File: src/rtl/pid_order_fifo.sv
// Arrival-order tag FIFO: any depth, occupancy count, almost-full/empty flags,
// synchronous flush and sticky overflow/underflow error flags.
module pid_order_fifo #(
    parameter int WIDTH     = 8,
    parameter int DEPTH     = 79,
    parameter int AFULL_TH  = 75,
    parameter int AEMPTY_TH = 4,
    localparam int CW       = $clog2(DEPTH + 1)
) (
    input  logic             clk,
    input  logic             rst,
    input  logic             flush,
    input  logic             w_enable,
    input  logic [WIDTH-1:0] w_data,
    input  logic             r_enable,
    output logic [WIDTH-1:0] r_data,
    output logic             empty,
    output logic             full,
    output logic             almost_full,
    output logic             almost_empty,
    output logic [CW-1:0]    count,
    output logic             overflow,
    output logic             underflow,
    input  logic             err_clr
);
    localparam int PW = $clog2(DEPTH);

    logic [WIDTH-1:0] mem [DEPTH];
    logic [PW-1:0]    wr_ptr, rd_ptr;
    logic             w_acc, r_acc;

    // Flags decode only registered count, so no enable reaches them combinationally.
    assign empty        = (count == '0);
    assign full         = (count == CW'(DEPTH));
    assign almost_full  = (count >= CW'(AFULL_TH));
    assign almost_empty = (count <= CW'(AEMPTY_TH));
    assign r_data       = empty ? '0 : mem[rd_ptr];

    // A full FIFO still takes a write when the head is popped the same cycle.
    assign w_acc = w_enable && (!full || r_enable);
    assign r_acc = r_enable && !empty;

    always_ff @(posedge clk) begin
        if (rst) begin
            wr_ptr    <= '0;
            rd_ptr    <= '0;
            count     <= '0;
            overflow  <= 1'b0;
            underflow <= 1'b0;
        end else if (flush) begin
            wr_ptr <= '0;
            rd_ptr <= '0;
            count  <= '0;
        end else begin
            if (w_acc)
                wr_ptr <= (wr_ptr == PW'(DEPTH - 1)) ? '0 : wr_ptr + 1'b1;
            if (r_acc)
                rd_ptr <= (rd_ptr == PW'(DEPTH - 1)) ? '0 : rd_ptr + 1'b1;
            case ({w_acc, r_acc})
                2'b10:   count <= count + 1'b1;
                2'b01:   count <= count - 1'b1;
                default: count <= count;
            endcase
            // A new error in the clearing cycle takes precedence over err_clr.
            if (w_enable && full && !r_enable)
                overflow <= 1'b1;
            else if (err_clr)
                overflow <= 1'b0;
            if (r_enable && empty)
                underflow <= 1'b1;
            else if (err_clr)
                underflow <= 1'b0;
        end
    end

    always_ff @(posedge clk) begin
        if (!rst && !flush && w_acc)
            mem[wr_ptr] <= w_data;
    end
endmodule

File: config.mk
export PLATFORM = sky130hd
export DESIGN_NAME = pid_order_fifo
export DESIGN_NICKNAME = d
export VERILOG_FILES = /design/src/rtl/pid_order_fifo.sv
export SDC_FILE = /design/constraint.sdc
export NUM_CORES = 1
export LEC_CHECK = 0
export BUFFER_PORTS_ARGS = -buffer_cell sky130_fd_sc_hd__buf_4
export CAP_MARGIN = 25
export CORE_ASPECT_RATIO = 1.25
export CORE_MARGIN = 1.5
export CORE_UTILIZATION = 40
export CTS_CLUSTER_SIZE = 20
export DETAILED_ROUTE_END_ITERATION = 8
export SLEW_MARGIN = 0
export SYNTH_ARGS = -nofsm -noshare
export SYNTH_HDL_FRONTEND = slang
export SYNTH_SLANG_ARGS = --single-unit
File: constraint.sdc
create_clock -name clk -period 6.15 [get_ports clk]
set_clock_uncertainty 0.05 [all_clocks]
set_input_delay 0.615 -clock clk [delete_from_list [all_inputs] [get_ports clk]]
set_output_delay 0.615 -clock clk [all_outputs]
set_load 0.005 [all_outputs]
==> impl_metrics.csv <==
group,metric,value,unit
sta,period_share,0.8016,
setup_path,endpoint_kind,"output port",
setup_path,worst_path_max_delay_cell,"dfxtp_4",
sta,rsz0062_at_grt,"no",
sta,setup_violations,0,
final_layout,fillers,5428,
clocking,clkLatencyLatePin,0.61,ns
clocking,cts_made_buffers,61,
final_layout,nets,1330,
routing,routed_wl,58.89,mm
synth,syn_inst,1254,
global_route,grt_usage,0.1800,
global_route,top_usage_layer,"met2",
setup_path,crit_chain,"nand2b_1 -> o21ai_0 -> o21ai_0 -> o21ai_0 -> a2111oi_0 -> nor3_1 -> nor3_1 -> buf_4",
routing,drt_first_pass_iters,5,
setup_path,cp_slowest_stage_delay,0.90,ns
clocking,clk_pin_slew,0.07,ns
final_layout,finalNonFillerCells,2199,
setup_path,path_common_cell,"o21ai_0",
synth,synth_edf_count,632,
power,p_per_area,306.2,mW/mm2
global_route,grt_first_pass_wirelength,87.22,mm
final_layout,multi_input_area,0.006018,mm2
setup_path,critPathMaxFanout,54,
setup_path,critical_path_class,"reg2out",
placement,gp_congestion,0.7912,
power,internal-power,7098,uW
synth,ys_types,49,
floorplan,core-area,0.06441,mm2
global_route,grt_pass1_vias,12760,
routing,drc,0,
clocking,holdBufCountCts,0,
floorplan,start_util,0.4040,
routing,drt_iter0_markers,1122,
sta,fin_crit,4.930,ns
routing,vias_per_cell,5.563,
global_route,met2_usage,0.3077,
sta,maxSlewHeadroom,0.3175,
power,pwr-share-seq,0.557,
clocking,clockBufferDepth,3,
placement,dp_hpwl,35.18,mm
min_path,worstHoldStart,"rst",
synth,ys_seq_area_frac,0.7523,
global_route,antenna_found_initial,0,
final_layout,layout-drive-gt1-share,0.2383,
setup_path,worstPathArrival,4.27,ns
clocking,cts_sinks,662,
sta,hold_viol,0,
placement,io_buffers,34,
floorplan,die_y,288.2,um
global_route,grt_max_degree,100,
synth,synth_warnings,0,
synth,syn_area_per_cell,20.75,um2
sta,maxSlewViolCount,0,
power,p_sw_frac,0.2010,
sta,tightest_slew,1.011,ns
synth,syn-cell-area,0.02602,mm2
power,finalPower,8883,uW
global_route,grt.overflow.total,0,
routing,num_vias,12230,
final_layout,area_growth_syn_to_layout,11.47,%
setup_path,cp.required,5.48,ns
floorplan,die_area,0.06661,mm2
global_route,grt.met3_usage,0.02804,
routing,ant_nets,0,
placement,dp_cells,2089,
clocking,cts_resized,0,
synth,synth_ff_type,"edfxtp_1",
routing,wl_per_cell,26.78,um
flow_run,cap_violations,0,
floorplan,row_count,104,
setup_path,startpoint_type,"register",
clocking,htree_num_levels,2,
setup_path,worstReg2RegStart,"count[1]",
power,ir_drop,0.2191,mV
outcome,status,"complete, no violations",
clocking,cts_root_buf,"clkbuf_16",
min_path,hold_path.class,"in2reg",
power,clkPwrFrac,0.416,
synth,syn_nets,1279,
floorplan,die_w,231.1,um
final_layout,antenna_cells,0,
sta,max_freq,0.2028,GHz
final_layout,regArea,0.01959,mm2
synth,yosys_register_bits,662,
synth,async_flop_share,0,
clocking,cts_tree,"done",
sta,fin_tns_setup,0,ns
clocking,cts_setup_buffers,0,
power,pwr-share-comb,0.027,
floorplan,io_pins,35,
global_route,grtUsageMet1,0.2385,
power,p_leak,0.008660,uW
power,power_switching,1786,uW
-- cell families after synthesis --
family	count (synthesis)	synth area share
flops	662	0.7523
mux	206	0.1660
xor+xnor	15	0.005048
buf+inv	74	0.01640
simple gates	217	0.03683
compound gates	69	0.01779
fa+ha+maj	11	0.005577
-- path summary, 6_finish.rpt --
path | endpoint | slack [ns] | cells past startpoint
hold / removal | underflow | 0.14 | 2
setup / recovery | r_data[1] | 1.22 | 8
hold reg to reg | overflow | 0.45 | 2
setup reg to reg | mem[3][0] | 2.31 | 7
-- layout make-up --
type | instances | share of cell area
multi-input combinational | 518 | 0.2075
clock buffer | 79 | 0.05642
clock inverter | 30 | 0.009661
sequential | 662 | 0.6754
tap | 848 | 0.03658
inverter | 15 | 0.001941
timing repair buffer | 47 | 0.01259
-- placed cells by master (no fill, tap or decap), drive strengths merged, types with 21 or more instances in the layout --
master	count
edfxtp	632
mux4	180
nor2	116
clkbuf	79
buf	47
nand2	45
dfxtp	30
mux2i	21
clkinv	21
-- power groups by stage --
stage	Combinational (uW)	Sequential [uW]	Clock [uW]
4_1_cts	246	4950	3770
3_5_place_dp	246	5040	0
5_1_grt	259	4950	3930
6_report	240	4950	3700
3_3_place_gp	240	5040	0
2_1_floorplan	124	5040	0
-- synth_stat cells, types with 3 or more instances --
master | count | area, um2
buf_1 | 5 | 18.77
nor2_1 | 116 | 435.4
mux2i_1 | 21 | 210.2
nand3_1 | 6 | 30.03
a211oi_1 | 7 | 52.55
o211ai_1 | 4 | 30.03
a22oi_1 | 5 | 37.54
a21o_1 | 3 | 22.52
o22ai_1 | 3 | 18.77
a32oi_1 | 3 | 26.28
ha_1 | 10 | 125.1
buf_2 | 15 | 75.07
inv_1 | 14 | 52.55
nor3_1 | 7 | 35.03
or3_1 | 5 | 31.28
xor2_1 | 12 | 105.1
mux4_2 | 180 | 4054
xnor2_1 | 3 | 26.28
and3_1 | 6 | 37.54
a2111oi_0 | 3 | 26.28
mux2_2 | 5 | 56.30
nor2b_1 | 13 | 81.33
edfxtp_1 | 632 | 18980
buf_4 | 8 | 60.06
clkbuf_1 | 20 | 75.07
o21ai_0 | 14 | 70.07
and2_1 | 5 | 31.28
nand2b_1 | 4 | 25.02
nand2_1 | 45 | 168.9
a21oi_1 | 12 | 60.06
nand4_1 | 7 | 43.79
dfxtp_1 | 30 | 600.6
buf_6 | 9 | 101.4
-- worst max-delay path, delay by kind of cell, from the launching register on --
family | cells | cell delay [ns]
AOI/OAI and AO/OA | 4 | 1.42
buffers and inverters | 1 | 0.22
DFF | 1 | 0.90
and+or+nand+nor | 3 | 1.02
-- metal layers --
| metal | share of wire | up-vias | routed length [um] |
|---|---|---|---|
| met5 | 0 | - | 0 |
| met4 | 0.024 | 0 | 1437 |
| met3 | 0.051 | 81 | 2991 |
| met2 | 0.51 | 354 | 29990 |
| met1 | 0.42 | 6552 | 24480 |
| li1 | - | 5245 | - |
-- state kept, by name (all words and copies together), names as in the netlist, named ones only --
register	flops
overflow	1
underflow	1
wr_ptr	7
mem	632
count	7
rd_ptr	7
-- stage by stage --
step,instance area (um2),hold slack (ns),setup slack [ns],util
2_1_floorplan,26020,0.4268,2.914,-
3_3_place_gp,27080,0.4225,1.923,0.4205
3_5_place_dp,27080,0.4331,1.926,0.4205
4_1_cts,29000,0.09428,1.237,0.4503
5_1_grt,29010,0.1120,1.033,0.4504
6_report,29010,0.1394,1.220,0.4504
Note: power is estimated with default switching activity, not from simulation.
